[src/rtl/sub_serial_pkg.sv]
// Shared types and default sizing for the digit-serial subtractor.
package sub_serial_pkg;

    typedef enum logic [1:0] {
        IDLE = 2'd0,
        RUN  = 2'd1,
        DONE = 2'd2
    } state_e;

    localparam int DEF_WIDTH  = 16;
    localparam int DEF_DIGIT  = 4;
    localparam int DEF_NSLICE = DEF_WIDTH / DEF_DIGIT;

    // A lone slice still needs a 1-bit index register.
    function automatic int slice_idx_w(input int nslice);
        return (nslice > 1) ? $clog2(nslice) : 1;
    endfunction

    localparam int DEF_KW = slice_idx_w(DEF_NSLICE);

endpackage

[src/rtl/digit_sub_slice.sv]
// One DIGIT-bit subtract slice: x - y - borrow_in as x + ~y + ~borrow_in.
module digit_sub_slice #(
    parameter int DIGIT = sub_serial_pkg::DEF_DIGIT
) (
    input  logic [DIGIT-1:0] x,
    input  logic [DIGIT-1:0] y,
    input  logic             borrow_in,
    output logic [DIGIT-1:0] diff,
    output logic             borrow_out
);

    logic [DIGIT:0] sum;

    assign sum        = {1'b0, x} + {1'b0, ~y} + {{DIGIT{1'b0}}, ~borrow_in};
    assign diff       = sum[DIGIT-1:0];
    assign borrow_out = ~sum[DIGIT];

endmodule

[src/rtl/sub_serial_16_bit.sv]
// Digit-serial subtractor: one slice per RUN cycle, LSB slice first, borrow
// carried in a register; start/busy/done handshake plus borrow and sign flags.
module sub_serial_16_bit
    import sub_serial_pkg::*;
#(
    parameter int WIDTH = DEF_WIDTH,
    parameter int DIGIT = DEF_DIGIT
) (
    input  logic             clk,
    input  logic             rst_n,
    input  logic             start,
    input  logic [WIDTH-1:0] a,
    input  logic [WIDTH-1:0] b,
    input  logic             b_in,
    output logic             busy,
    output logic             done,
    output logic [WIDTH-1:0] d,
    output logic             b_out,
    output logic             zero,
    output logic             neg,
    output logic             ovf
);

    localparam int NSLICE = WIDTH / DIGIT;
    localparam int KW     = slice_idx_w(NSLICE);

    if (WIDTH % DIGIT != 0) begin : g_bad_digit
        $error("sub_serial_16_bit: DIGIT must divide WIDTH");
    end

    state_e           state_q, state_d;
    logic [KW-1:0]    k_q, k_d;
    logic [WIDTH-1:0] a_q, a_d, b_q, b_d, part_q, part_d;
    logic             borrow_q, borrow_d;
    logic             amsb_q, amsb_d, bmsb_q, bmsb_d;
    logic [WIDTH-1:0] d_q, d_d;
    logic             bout_q, bout_d, zero_q, zero_d, neg_q, neg_d, ovf_q, ovf_d;

    logic [DIGIT-1:0] slice_diff;
    logic             slice_bo;

    // Operands shift right each cycle so the slice always reads the low digit;
    // the result shifts in from the top and is aligned after NSLICE steps.
    digit_sub_slice #(.DIGIT(DIGIT)) u_slice (
        .x          (a_q[DIGIT-1:0]),
        .y          (b_q[DIGIT-1:0]),
        .borrow_in  (borrow_q),
        .diff       (slice_diff),
        .borrow_out (slice_bo)
    );

    always_comb begin
        state_d  = state_q;
        k_d      = k_q;
        a_d      = a_q;
        b_d      = b_q;
        part_d   = part_q;
        borrow_d = borrow_q;
        amsb_d   = amsb_q;
        bmsb_d   = bmsb_q;
        d_d      = d_q;
        bout_d   = bout_q;
        zero_d   = zero_q;
        neg_d    = neg_q;
        ovf_d    = ovf_q;

        unique case (state_q)
            RUN: begin
                a_d      = a_q >> DIGIT;
                b_d      = b_q >> DIGIT;
                part_d   = part_q >> DIGIT;
                part_d[WIDTH-1 -: DIGIT] = slice_diff;
                borrow_d = slice_bo;
                k_d      = k_q + KW'(1);
                if (k_q == KW'(NSLICE - 1)) begin
                    state_d = DONE;
                    d_d     = part_d;
                    bout_d  = slice_bo;
                    zero_d  = (part_d == '0);
                    neg_d   = part_d[WIDTH-1];
                    ovf_d   = (amsb_q != bmsb_q) && (part_d[WIDTH-1] != amsb_q);
                end
            end
            DONE:    state_d = IDLE;
            default: state_d = IDLE;
        endcase

        // IDLE and DONE accept a new operation identically.
        if ((state_q == IDLE || state_q == DONE) && start) begin
            state_d  = RUN;
            a_d      = a;
            b_d      = b;
            borrow_d = b_in;
            amsb_d   = a[WIDTH-1];
            bmsb_d   = b[WIDTH-1];
            k_d      = '0;
        end
    end

    always_ff @(posedge clk or negedge rst_n) begin
        if (!rst_n) begin
            state_q  <= IDLE;
            k_q      <= '0;
            a_q      <= '0;
            b_q      <= '0;
            part_q   <= '0;
            borrow_q <= 1'b0;
            amsb_q   <= 1'b0;
            bmsb_q   <= 1'b0;
            d_q      <= '0;
            bout_q   <= 1'b0;
            zero_q   <= 1'b0;
            neg_q    <= 1'b0;
            ovf_q    <= 1'b0;
        end else begin
            state_q  <= state_d;
            k_q      <= k_d;
            a_q      <= a_d;
            b_q      <= b_d;
            part_q   <= part_d;
            borrow_q <= borrow_d;
            amsb_q   <= amsb_d;
            bmsb_q   <= bmsb_d;
            d_q      <= d_d;
            bout_q   <= bout_d;
            zero_q   <= zero_d;
            neg_q    <= neg_d;
            ovf_q    <= ovf_d;
        end
    end

    assign busy  = (state_q == RUN);
    assign done  = (state_q == DONE);
    assign d     = d_q;
    assign b_out = bout_q;
    assign zero  = zero_q;
    assign neg   = neg_q;
    assign ovf   = ovf_q;

endmodule

[config.mk]
export PLATFORM = sky130hd
export DESIGN_NAME = sub_serial_16_bit
export DESIGN_NICKNAME = d
export VERILOG_FILES = /design/src/rtl/sub_serial_pkg.sv /design/src/rtl/digit_sub_slice.sv /design/src/rtl/sub_serial_16_bit.sv
export SDC_FILE = /design/constraint.sdc
export NUM_CORES = 1
export LEC_CHECK = 0
export ABC_AREA = 1
export BUFFER_PORTS_ARGS = -buffer_cell sky130_fd_sc_hd__buf_2
export CORE_UTILIZATION = 55
export DETAILED_ROUTE_END_ITERATION = 16
export PLACE_DENSITY = 0.77
export SYNTH_ARGS = -nofsm -noshare
export SYNTH_HDL_FRONTEND = slang
export SYNTH_HIERARCHICAL = 1
export SYNTH_SLANG_ARGS = --single-unit
[constraint.sdc]
create_clock -name clk -period 2.2 [get_ports clk]
set_clock_uncertainty 0.05 [all_clocks]
set_input_delay 0.22 -clock clk [delete_from_list [all_inputs] [get_ports clk]]
set_output_delay 0.22 -clock clk [all_outputs]
set_load 0.01 [all_outputs]
## After elaboration in Yosys (flattened, before gate mapping)

Index checks and enable logic that the tools add are counted.

| storage, ports and cells | value |
|---|---|
| bits in registers | 75 |
| latch bits | 0 |
| bits in writable memories | 0 |
| ROM bits | 0 |
| input port bits | 36 |
| output and inout bits | 22 |
| logic and storage cells | 43 |
| memories kept | 0 |

| operators by class | value |
|---|---|
| add/sub/neg operators | 3 |
| $mul | 0 |
| divide/modulo/power cells | 0 |
| order comparisons | 0 |
| equal/unequal tests | 6 |
| shifts and indexed selects | 0 |
| multiplexer cells | 11 |
| bitwise operators | 3 |
| reduce and logical (&&, ||, !) cells | 7 |

Operators by type and width:

| kind | number |
|---|---|
| 16-bit two-way mux | 4 |
| 16-bit logical NOT | 1 |
| 2-bit two-way mux | 5 |
| 4-bit by 4-bit adder with 5-bit output | 1 |
| 5-bit by 1-bit adder with 5-bit output | 1 |
| 2-bit equality test, second input constant | 2 |
| 4-bit inverter | 1 |
| 3-bit by 1-bit inequality test with 1-bit output, second input constant | 1 |
| 2-bit by 1-bit adder with 2-bit output, second input constant | 1 |
| 2-bit by 1-bit equality test with 1-bit output, second input constant | 1 |
| 1-bit logical AND | 2 |
| 2-bit logical NOT | 1 |
| 1-bit two-way mux | 2 |
| 1-bit inequality test | 2 |
| 1-bit inverter | 2 |
| 2-bit AND reduction | 1 |
| 2-bit nonzero test | 1 |
| 1-bit logical OR | 1 |

## Depth between registers and ports, before layout

| logic depth | value |
|---|---|
| word-level depth | 6 |
| depth in mapped cells | 12 |
| mapped depth without buffers | 12 |

## Modules after synthesis

Netlist, hierarchy kept.

By module, submodules not included:

| module | instances | cells an instance | area each (sq um) | seq. area each (sq um) |
|---|---|---|---|---|
| sub_serial_16_bit | 1 | 321 | 2875.3 | 1751.7 |
| digit_sub_slice | 1 | 22 | 151.4 | 0.0 |

## Worst setup path before layout

OpenSTA, ideal clock, no wires.

| timing path | value |
|---|---|
| path kind | reg-to-reg |
| start | register b_q[0] |
| end | register zero_q, in the netlist zero |
| library setup time | 0.065 ns |
| arrival time | 1.639 ns |
| required time | 2.085 ns |
| slack | 0.446 ns |
| cell stages (with the launch flop) | 9 |
| path buffers | 0 |
| clock period less this slack | 1.754 ns |
| path through | dfrtp_1 fa_1 inv_1 fa_1 nor2_1 nand2_1 nor2_1 nand3_1 nand2_1 |

| between the ends | value |
|---|---|
| word-level cells in the longest chain between the ends | 4 |

Ends and longest elaborated chain:

| item | RTL line | text |
|---|---|---|
| from (decl) | sub_serial_16_bit.sv:33 | `logic [WIDTH-1:0] a_q, a_d, b_q, b_d, part_q, part_d;` |
| from (signal assigned) | sub_serial_16_bit.sv:105 | `b_q <= '0;` |
| from (signal assigned) | sub_serial_16_bit.sv:119 | `b_q <= b_d;` |
| 4-bit inverter | digit_sub_slice.sv:14 | `assign sum = {1'b0, x} + {1'b0, ~y} + {{DIGIT{1'b0}}, ~borrow_in};` |
| 4-bit by 4-bit adder with 5-bit output | digit_sub_slice.sv:14 |  |
| 5-bit by 1-bit adder with 5-bit output | digit_sub_slice.sv:14 |  |
| via slice_diff[1] | sub_serial_16_bit.sv:39 | `logic [DIGIT-1:0] slice_diff;` |
| 16-bit logical NOT | sub_serial_16_bit.sv:79 | `zero_d = (part_d == '0);` |
| to (signal assigned) | sub_serial_16_bit.sv:126 | `zero_q <= zero_d;` |
| to (decl) | sub_serial_16_bit.sv:37 | `logic bout_q, bout_d, zero_q, zero_d, neg_q, neg_d, ovf_q, ovf_d;` |

The timed path passes the listed nets, and every way through them passes these cells.
A chain may end at the register's enable or synchronous reset.

## Worst setup path in the final report

Same ends and word-level chain as after synthesis.

==> run summary <==
The xor-xnor portion of the synthesized cell area is 0.00289. Setup violations remaining at the end of the flow were counted as 0. The CTS buffer count came out at 9. In this run the mean area of a mapped cell was 8.82 sq um. The tree is rooted in a clkbuf_8. The routed wirelength normalized by instance count came out at 12.7 um. Setup repair after global routing left no endpoint under its margin.

The max-slew violation count came out at 0. The number of nets with antenna violations after routing is 0. The clock passes through at most 2 buffers. The count of routing violations after the opening detailed-route iteration came out at 107.

The total nets after synthesis came out at 385. The worst vdd rail ir drop came out at 1.22 mV. The number of cells after detailed placement came out at 458. The net total in the final layout came out at roughly 440. The required time of the critical path came out at between 2 and 2.5 ns. The largest area contributor in the synthesized netlist is dfrtp_1. The number of iterations in the first detailed-routing pass came out at 4. The switching part of the total power came out at 0.409. The post-route cell area is 0.00355 sq mm. The worst setup path is captured at a flip-flop. The die covers a little under 0.006 sq mm.

Entering global routing, the biggest net connects 44 pins. The placer congestion estimate is around 0.76. The total wire length came out at 6040 um. The initialized floorplan defines 26 standard-cell rows. The number of antenna violations at the first check in global routing is 0. Before CTS, the worst setup slack after placement is 0.342 ns.

Setup total negative slack on the finished layout was measured at 0 ns. In the synthesized netlist the async set-or-reset flop fraction comes to 1.00. The number of standard cells in the layout, taps in and fillers out came out at ~480. The max-cap check violation count came out at 0. The TritonCTS clock tree is done. The final standard cell utilization of the core is 0.683. The total placed instance area is 0.00334 sq mm.

After detailed routing, the number of remaining DRC violations is 0. The clock group share of total power came out at 0.189. The fraction of the mapped netlist area in simple logic gates is 0.176.

After filler insertion, the fill cell instance count of the layout stands at 467. The synthesized netlist occupies a cell area of 0.00303 sq mm. Summed over all cells, the static leakage comes to 1.84 nW. The flip-flop cell with the highest count after synthesis is dfrtp_1. The synthesized-area fraction occupied by ao, oa, aoi and oai cells came out at 0.129.

The global-route usage over all layers came out at 0.237. The areal power density over the cells is 1570 mW/mm^2. The routed via count is 2394. The final-report hold violation count came out at 0.

The maximum clock frequency is 536 MHz. Summed over all layers, the global routing overflow is 0. The sequential power share came out at 0.394. The average vias per placed instance came out at 5.04.

Clock latency on the worst-skew pair, taken at its later pin, is 0.34 ns. The number of enable-type register cells in the synthesized netlist came out at 0. The setup path with the least slack is of type reg -> reg. The worst path meets setup with 0.334 ns of slack.

The number of gates given a new drive strength after cts is 0. The total of warnings raised by yosys is 6. The headroom to the max-slew limit came out at 0.556. The share of the clock period used by the worst path is 0.848. The register bit total from synthesis is 70. The post-synthesis mux area share came out at 0. The endpoint arrival time on the critical path came out at 2.10 ns.

The flow ran to the end, and the final reports show no timing, DRC or antenna violations. The fraction of layout cells with a size suffix above 1 came out at 0.207. The count of unique library cells instantiated by Yosys is 20. The cell-internal power came out at 0.00330 W. After synthesis, the largest family of logic cells by area is simple AND/OR/NAND/NOR gates. The number of sinks driven by the clock tree came out at 70. The initial utilization of the core area, before any placement, comes to 0.581.

In this run the standard cell core region covers 0.00520 sq mm. The number of I/O pins came out at just under 60. The number of global-route vias before repair is 2345.

The post-synthesis share of cell area spent on full adders, half adders and majority gates is 0.0298. The quantity of I/O buffers inserted on ports is 57. The number of antenna diodes in the final layout is 0. The share of total power in combinational logic came out at 0.417.

After synthesis, the cell types taking the most area are dfrtp_1, nand2_1, o21ai_0. The synthesized instance count is 343. For the pin with the worst max-slew slack, the measured transition is 0.665 ns. The clock slew seen by the registers of the worst setup and hold paths is 0.07 ns.

The H-tree was split into 3 levels. The area share of the largest cell type after synthesis is 0.579. The area growth from synthesis to layout is 17.4%.

The floorplan die width came out at 76.2 um. The first global-routing pass estimated 10600 um of wire. For this run, the register share of the synthesized area comes to 0.579. The switching power summed over all nets is about 0.0023 W. The worst hold path belongs to the class in -> reg.

The time the final worst path needs with I/O delays and setup came out at 1.87 ns. Along the worst path, the maximum fanout reaches 2. The HPWL after detailed placement is 4090 um. The category of the worst setup path launch point is a flip-flop.

The die is 76.2 um tall.
[what timing repair did]
action                                 CTS  global route
endpoints found under the hold margin   27             0
hold buffers                             1             0
setup buffers                            0             0
[cell families (layout without fill, tap and decap cells)]
group,Yosys count,after routing
AOI/OAI and AO/OA,73,73
xor gates and xnor gates,1,1
adders and majority gates,6,6
buffers and inverters,56,118
DFF,70,70
and+or+nand+nor,137,137
[power by group through the flow]
stage	Sequential (W)	Clock [W]	Combinational, W
floorplan	0.00223	0	0.00171
global placement	0.00221	0	0.00224
detailed placement	0.00223	0	0.00232
CTS	0.00221	0.00108	0.00235
global route	0.00228	0.00113	0.00269
finish	0.00220	0.00106	0.00233
[critical path: stages, from the launching register on]
cell and delay (ns):
dfrtp_1 0.40, fa_1 0.43, inv_1 0.10, fa_1 0.43, nor2_1 0.12, nand2_1 0.05
nor2_1 0.10, nand3_1 0.08, nand2_1 0.06
[stage by stage]
stage	hold WS (ns)	total power, W
finish	0.0339	0.00559
CTS	0.0152	0.00563
floorplan	-0.126	0.00393
global placement	0.227	0.00444
global route	0.0354	0.00610
detailed placement	0.240	0.00455
[layer usage]
metal	GRT usage	wire length, um	part of all wire	vias up
met3	0.0635	236	0.039	8
met5	0	0	0	-
li1	-	-	-	1200
met4	0.0981	87	0.014	0
met2	0.388	2910	0.48	55
met1	0.299	2800	0.46	1131
[cell usage after synthesis, types with 5 or more instances]
cell      count
o21ai_1      27
o211ai_1      9
inv_1        35
nand3_1       7
nor2_1       25
buf_2         7
dfrtp_1      70
o21ai_0      29
a21oi_1       5
nand2_1     101
[area by class of cell]
type	instances	area, sq um	area share
inverter	40	153	0.0429
timing repair buffer	62	338	0.0950
clock inverter	3	42.5	0.0120
multi-input combinational	217	1020	0.288
tap	70	87.6	0.0246
sequential	70	1750	0.493
clock buffer	13	159	0.0447
[final timing paths]
path / cells past startpoint / slack (ns) / end / from
hold / removal: 3 / 0.03 / a_q[14] / a[14]
min in group asynchronous: 2 / 0.39 / b_q[10] / rst_n
setup reg to reg: 8 / 0.33 / zero / b_q[0]
setup / recovery: 8 / 0.33 / zero / b_q[0]
max in group asynchronous: 3 / 1.07 / bmsb_q / rst_n
hold reg to reg: 2 / 0.43 / d[2] / d[2]
[registers in the layout, summed over array words and instances (netlist names)]
| signal | count |
|---|---|
| a_q | 16 |
| amsb_q | 1 |
| b_out | 1 |
| b_q | 16 |
| bmsb_q | 1 |
| borrow_q | 1 |
| d | 16 |
| k_q | 2 |
| ovf | 1 |
| part_q | 12 |
| state_q | 2 |
| zero | 1 |
[placed cells by master, fill, tap and decap left out, drive strengths merged, types with 2 or more instances in the layout]
master and instances:
dfrtp 70, nand2 105, fa 2, nor2 25
o211ai 9, o21ai 56, o22ai 3, clkbuf 13
inv 40, buf 61, ha 4, nand3 7
a21oi 5
Note: power is estimated with default switching activity, not from simulation.
